`src/rtl/gb_cpu_common_pkg.sv`:
```
// Shared register-file encodings and write-request payloads for the CPU datapath.
package gb_cpu_common_pkg;

  typedef enum logic [2:0] {
    REG_A, REG_F, REG_B, REG_C, REG_D, REG_E, REG_H, REG_L
  } regfile_r8_t;

  typedef enum logic [2:0] {
    REG_AF, REG_BC, REG_DE, REG_HL, REG_SP
  } regfile_r16_t;

  typedef struct packed {
    logic z;
    logic n;
    logic h;
    logic c;
  } alu_flags_t;

  typedef struct packed {
    regfile_r8_t req;
    logic [7:0]  data;
    alu_flags_t  flags;
    logic        skip_flags;
  } alu_wr_t;

  typedef struct packed {
    regfile_r8_t req;
    logic [7:0]  data;
  } bus_wr_t;

endpackage

```
`src/rtl/gb_cpu_regfile_wr_sched.sv`:
```
// Register-file write-port scheduler: passes non-overlapping writes through
// and replays footprint-conflicting lower-priority writes (IDU > ALU > BUS).
module gb_cpu_regfile_wr_sched
  import gb_cpu_common_pkg::*;
(
  input  logic         clk,
  input  logic         reset,
  input  regfile_r8_t  alu_req,
  input  logic [7:0]   alu_data,
  input  alu_flags_t   alu_flags,
  input  logic         alu_skip_flags,
  input  logic         alu_wren,
  input  regfile_r16_t idu_req,
  input  logic [15:0]  idu_data,
  input  logic         idu_wren,
  input  regfile_r8_t  data_bus_req,
  input  logic [7:0]   data_bus_data,
  input  logic         data_bus_wren,
  output regfile_r8_t  rf_alu_req,
  output logic [7:0]   rf_alu_data,
  output alu_flags_t   rf_alu_flags,
  output logic         rf_alu_skip_flags,
  output logic         rf_alu_wren,
  output regfile_r16_t rf_idu_req,
  output logic [15:0]  rf_idu_data,
  output logic         rf_idu_wren,
  output regfile_r8_t  rf_data_bus_req,
  output logic [7:0]   rf_data_bus_data,
  output logic         rf_data_bus_wren,
  output logic         stall,
  output logic         sched_err
);

  localparam int unsigned NREG = 8;

  typedef enum logic {ST_RUN, ST_DRAIN} state_t;

  state_t  state_q, state_d;
  alu_wr_t pend_alu_q, pend_alu_d;
  bus_wr_t pend_bus_q, pend_bus_d;
  logic    pend_alu_vld_q, pend_alu_vld_d;
  logic    pend_bus_vld_q, pend_bus_vld_d;
  logic    sched_err_q, sched_err_d;

  logic [NREG-1:0] idu_fp, alu_fp, bus_fp, pend_alu_fp, pend_bus_fp;

  // One-hot set of 8-bit registers touched by a single-register write.
  function automatic logic [NREG-1:0] fp_r8(input regfile_r8_t r);
    logic [NREG-1:0] m;
    m    = '0;
    m[r] = 1'b1;
    return m;
  endfunction

  function automatic logic [NREG-1:0] fp_alu(input regfile_r8_t r, input logic skip);
    return fp_r8(r) | (skip ? NREG'(0) : fp_r8(REG_F));
  endfunction

  // SP lives outside the 8-bit file, so it never overlaps anything.
  function automatic logic [NREG-1:0] fp_r16(input regfile_r16_t r);
    logic [NREG-1:0] m;
    case (r)
      REG_AF:  m = fp_r8(REG_A) | fp_r8(REG_F);
      REG_BC:  m = fp_r8(REG_B) | fp_r8(REG_C);
      REG_DE:  m = fp_r8(REG_D) | fp_r8(REG_E);
      REG_HL:  m = fp_r8(REG_H) | fp_r8(REG_L);
      default: m = '0;
    endcase
    return m;
  endfunction

  assign idu_fp      = idu_wren       ? fp_r16(idu_req) : '0;
  assign alu_fp      = alu_wren       ? fp_alu(alu_req, alu_skip_flags) : '0;
  assign bus_fp      = data_bus_wren  ? fp_r8(data_bus_req) : '0;
  assign pend_alu_fp = pend_alu_vld_q ? fp_alu(pend_alu_q.req, pend_alu_q.skip_flags) : '0;
  assign pend_bus_fp = pend_bus_vld_q ? fp_r8(pend_bus_q.req) : '0;

  always_comb begin
    state_d           = state_q;
    pend_alu_d        = pend_alu_q;
    pend_bus_d        = pend_bus_q;
    pend_alu_vld_d    = pend_alu_vld_q;
    pend_bus_vld_d    = pend_bus_vld_q;
    sched_err_d       = sched_err_q;
    rf_alu_req        = alu_req;
    rf_alu_data       = alu_data;
    rf_alu_flags      = alu_flags;
    rf_alu_skip_flags = alu_skip_flags;
    rf_alu_wren       = 1'b0;
    rf_idu_req        = idu_req;
    rf_idu_data       = idu_data;
    rf_idu_wren       = 1'b0;
    rf_data_bus_req   = data_bus_req;
    rf_data_bus_data  = data_bus_data;
    rf_data_bus_wren  = 1'b0;

    case (state_q)
      ST_RUN: begin
        rf_idu_wren = idu_wren;
        if (alu_wren) begin
          if (|(alu_fp & idu_fp)) begin
            pend_alu_vld_d = 1'b1;
            pend_alu_d     = '{req: alu_req, data: alu_data, flags: alu_flags,
                               skip_flags: alu_skip_flags};
          end else begin
            rf_alu_wren = 1'b1;
          end
        end
        // BUS yields to the ALU request whether it issued or was captured.
        if (data_bus_wren) begin
          if (|(bus_fp & (idu_fp | alu_fp))) begin
            pend_bus_vld_d = 1'b1;
            pend_bus_d     = '{req: data_bus_req, data: data_bus_data};
          end else begin
            rf_data_bus_wren = 1'b1;
          end
        end
        if (pend_alu_vld_d || pend_bus_vld_d) state_d = ST_DRAIN;
      end
      ST_DRAIN: begin
        sched_err_d = sched_err_q | alu_wren | idu_wren | data_bus_wren;
        if (pend_alu_vld_q) begin
          rf_alu_req        = pend_alu_q.req;
          rf_alu_data       = pend_alu_q.data;
          rf_alu_flags      = pend_alu_q.flags;
          rf_alu_skip_flags = pend_alu_q.skip_flags;
          rf_alu_wren       = 1'b1;
          pend_alu_vld_d    = 1'b0;
        end
        if (pend_bus_vld_q && !(|(pend_alu_fp & pend_bus_fp))) begin
          rf_data_bus_req  = pend_bus_q.req;
          rf_data_bus_data = pend_bus_q.data;
          rf_data_bus_wren = 1'b1;
          pend_bus_vld_d   = 1'b0;
        end
        if (!pend_alu_vld_d && !pend_bus_vld_d) state_d = ST_RUN;
      end
      default: state_d = ST_RUN;
    endcase

    // Nothing reaches the register file while reset is held.
    if (!reset) begin
      rf_alu_wren      = 1'b0;
      rf_idu_wren      = 1'b0;
      rf_data_bus_wren = 1'b0;
    end
  end

  always_ff @(posedge clk or negedge reset) begin
    if (!reset) begin
      state_q        <= ST_RUN;
      pend_alu_q     <= '0;
      pend_bus_q     <= '0;
      pend_alu_vld_q <= 1'b0;
      pend_bus_vld_q <= 1'b0;
      sched_err_q    <= 1'b0;
    end else begin
      state_q        <= state_d;
      pend_alu_q     <= pend_alu_d;
      pend_bus_q     <= pend_bus_d;
      pend_alu_vld_q <= pend_alu_vld_d;
      pend_bus_vld_q <= pend_bus_vld_d;
      sched_err_q    <= sched_err_d;
    end
  end

  assign stall     = (state_q == ST_DRAIN);
  assign sched_err = sched_err_q;

endmodule

```
`config.mk`:
```
export PLATFORM = sky130hd
export DESIGN_NAME = gb_cpu_regfile_wr_sched
export DESIGN_NICKNAME = d
export VERILOG_FILES = /design/src/rtl/gb_cpu_common_pkg.sv /design/src/rtl/gb_cpu_regfile_wr_sched.sv
export SDC_FILE = /design/constraint.sdc
export NUM_CORES = 1
export LEC_CHECK = 0
export CORE_MARGIN = 1.5
export CORE_UTILIZATION = 35
export DETAILED_ROUTE_END_ITERATION = 8
export GPL_ROUTABILITY_DRIVEN = 0
export PLACE_DENSITY = 0.84
export SETUP_SLACK_MARGIN = 0.1
export SKIP_CTS_REPAIR_TIMING = 1
export SYNTH_ARGS = -nofsm -noshare
export SYNTH_HDL_FRONTEND = slang
export SYNTH_SLANG_ARGS = --single-unit
```
`constraint.sdc`:
```
create_clock -name clk -period 5.4 [get_ports clk]
set_input_delay 1.08 -clock clk [delete_from_list [all_inputs] [get_ports clk]]
set_output_delay 1.08 -clock clk [all_outputs]
set_load 0.02 [all_outputs]
```
==> impl_metrics.json, run 1 <==
{
  "ys_warn_count": 0,
  "drc_errors": 0,
  "min_period_ns": 4.71,
  "p_switching_mw": 0.297,
  "power_density_mw_per_mm2": 362,
  "start_kind": "input pin",
  "die-height_um": 78.6,
  "cts_inserted_buffers": 5,
  "syn_area_sq_mm": 0.00200,
  "switching_share_pct": 30.4,
  "pwr-share-clk_pct": 20.3,
  "synthTopCellsByArea": "dfrtp_1, mux2_2, buf_4",
  "antenna_found_initial": 0,
  "combPwrFrac_pct": 38.2,
  "clk_pin_slew_ns": 0.06,
  "seq_area_sq_um": 776,
  "worst-setup-path-type": "input pin to primary output",
  "grt_usage_pct": 14.9,
  "placedCellCount": 282,
  "fillerInstances": 502,
  "end_kind": "primary output",
  "cp.arrival_ns": 3.63,
  "grt_pass1_vias": 1430,
  "fin_cells": 290,
  "ant_nets": 0,
  "finalSetupTns_ns": 0,
  "cp.required_ns": 4.32,
  "cts_root_buf": "clkbuf_8",
  "cts_max_path_buffers": 2,
  "start_util_pct": 36.3,
  "viasPerCell": 5.03,
  "drt-wirelength-per-cell_um": 15.4,
  "drv_slew": 0,
  "ios": 102,
  "ir_worst_vdd_v": 0.000144,
  "crit_fanout": 11,
  "timing.fmax_mhz": 212,
  "ys_seq_elements": 31,
  "synth_top_area_share_pct": 38.8,
  "syn_avg_cell_area_sq_um": 12.0,
  "crit_path_cell_trace": "clkdlybuf4s50_1, nor2b_2, a311o_1, a32o_1, nor3_1, a32o_1, clkdlybuf4s50_1",
  "num_rows": 27,
  "clock_latency_ns": 0.28,
  "yosys.area.top_type": "dfrtp_1",
  "skew_ns": 0.00488,
  "cts_sinks": 31,
  "fin_area_sq_mm": 0.00270,
  "postSynth.asyncResetShare_pct": 100,
  "drtPass1Iterations": 4,
  "via_count": 1460,
  "cp_slowest_cell": "clkdlybuf4s50_1",
  "die-area_sq_mm": 0.00617,
  "drive_above_1_share_pct": 31.7,
  "worst_pin_slew_ns": 0.810,
  "drtIter0Drc": 38,
  "cap_violations": 0,
  "final_common_cell": "clkdlybuf4s50_1",
  "wl_um": 4460,
  "coreArea_sq_mm": 0.00551,
  "hold_viol": 0,
  "nNetsFinal": 268,
  "layout_common_cells": "clkdlybuf4s50_1, mux2_2, dfrtp_1, mux2_4, clkbuf_8",
  "grt_pass1_wl_um": 7060,
  "p_int_mw": 0.681,
  "p_seq_share_pct": 41.4,
  "dp_hpwl_um": 3240,
  "synth_edf_count": 0,
  "place_ws_ns": 0.713,
  "cellLeakagePower_nw": 1.09,
  "synth_top_flop_cell": "dfrtp_1",
  "diodes": 0,
  "fin_util_pct": 49.0,
  "relSlewSlack_pct": 46.0,
  "io_buffers": 69,
  "dpl_cell_area_sq_mm": 0.00260,
  "status": "finished clean",
  "synth_seq_area_share_pct": 38.8,
  "rsz0062_at_grt": "no",
  "setup_slack_ns": 0.694,
  "area_growth_pct": 35.0,
  "hp-class": "flop to flop",
  "cts_htree_levels": 2,
  "overflow": 0,
  "finalCritPeriodShare_pct": 87.2,
  "netlist_instances": 166,
  "multi_input_area_sq_mm": 0.00101,
  "ys_types": 41,
  "grt_max_degree": 28,
  "die_w_um": 78.6,
  "critPathMaxStageDelay_ns": 0.60,
  "syn_nets": 217,
  "cts_tree": "yes",
  "setup_viol": 0
}
==> critical path, delay by kind of cell <==
family,cells,cell delay [ns]
buf+inv,2,1.19
compound gates,3,0.80
simple gates,2,0.54
==> stage by stage <==
stage	hold slack, ns	power (mW)
6_report	0.491	0.978
3_5_place_dp	0.488	0.784
2_1_floorplan	0.475	0.665
4_1_cts	0.506	0.990
5_1_grt	0.518	1.04
3_3_place_gp	0.467	0.773
==> routing by layer <==
layer / GRT usage, % / up-vias / share of wire [%]
met5: 0 / - / 0
met4: 5.89 / 0 / 1.5
met3: 5.23 / 12 / 6.7
met2: 23.4 / 59 / 47
met1: 18.8 / 705 / 45
li1: - / 684 / -
==> cell type report <==
type | instances | share of cell area (%)
Clock buffer | 8 | 3.71
Inverter | 4 | 0.556
Multi-Input combinational cell | 104 | 37.5
Sequential cell | 31 | 28.7
Tap cell | 72 | 3.34
Timing Repair Buffer | 71 | 26.1
==> final timing paths <==
check	start	endpoint	slack, ns	cells past startpoint
max	alu_wren	rf_data_bus_wren	0.69	7
min	sched_err	sched_err	0.49	1
min reg2reg	sched_err	sched_err	0.49	1
max reg2reg	stall	pend_bus_q[0]	3.54	3
max in group asynchronous	reset	pend_alu_q[7]	3.65	2
min in group asynchronous	reset	pend_bus_vld_q	1.08	1
==> power groups by stage <==
stage          combinational (mW)  sequential (mW)  clock (mW)
2_1_floorplan               0.278            0.388           0
3_3_place_gp                0.370            0.404           0
3_5_place_dp                0.376            0.408           0
4_1_cts                     0.378            0.406       0.207
5_1_grt                     0.402            0.419       0.219
6_report                    0.374            0.405       0.199
==> cell families after synthesis <==
| logic type | count (synthesis) | share of synthesized area [%] |
|---|---|---|
| xor gates and xnor gates | 7 | 3.07 |
| AOI/OAI and AO/OA | 19 | 6.82 |
| DFF | 31 | 38.8 |
| buffers and inverters | 31 | 10.5 |
| muxes | 54 | 32.3 |
| and+or+nand+nor | 24 | 8.51 |
==> sequential cells by signal, summed over array words and instances (netlist names) <==
| signal | flops |
|---|---|
| stall | 1 |
| pend_bus_vld_q | 1 |
| pend_bus_q | 11 |
| pend_alu_vld_q | 1 |
| sched_err | 1 |
| pend_alu_q | 16 |
==> synthesized netlist by cell type (2+ instances only) <==
cell and instances:
mux2_2 44, dfrtp_1 31, buf_4 20, mux2_4 10, inv_1 4, xnor2_1 4
buf_2 3, nor3_1 3, o21ai_0 3, xor2_1 3, a31oi_1 2, a32o_1 2
buf_6 2, clkbuf_1 2, nand2_1 2, nand2b_1 2, nand3_1 2, nand3b_1 2
nor4b_1 2, o211ai_1 2
No activity file was read; power rests on OpenSTA's default activity.
==> run 2, diff against run 1 <==
- CAP_MARGIN: default -> 30
- TNS_END_PERCENT: default -> 50
==> results of run 2 <==
The final DEF is identical to that of run 1; final timing and power are the same.
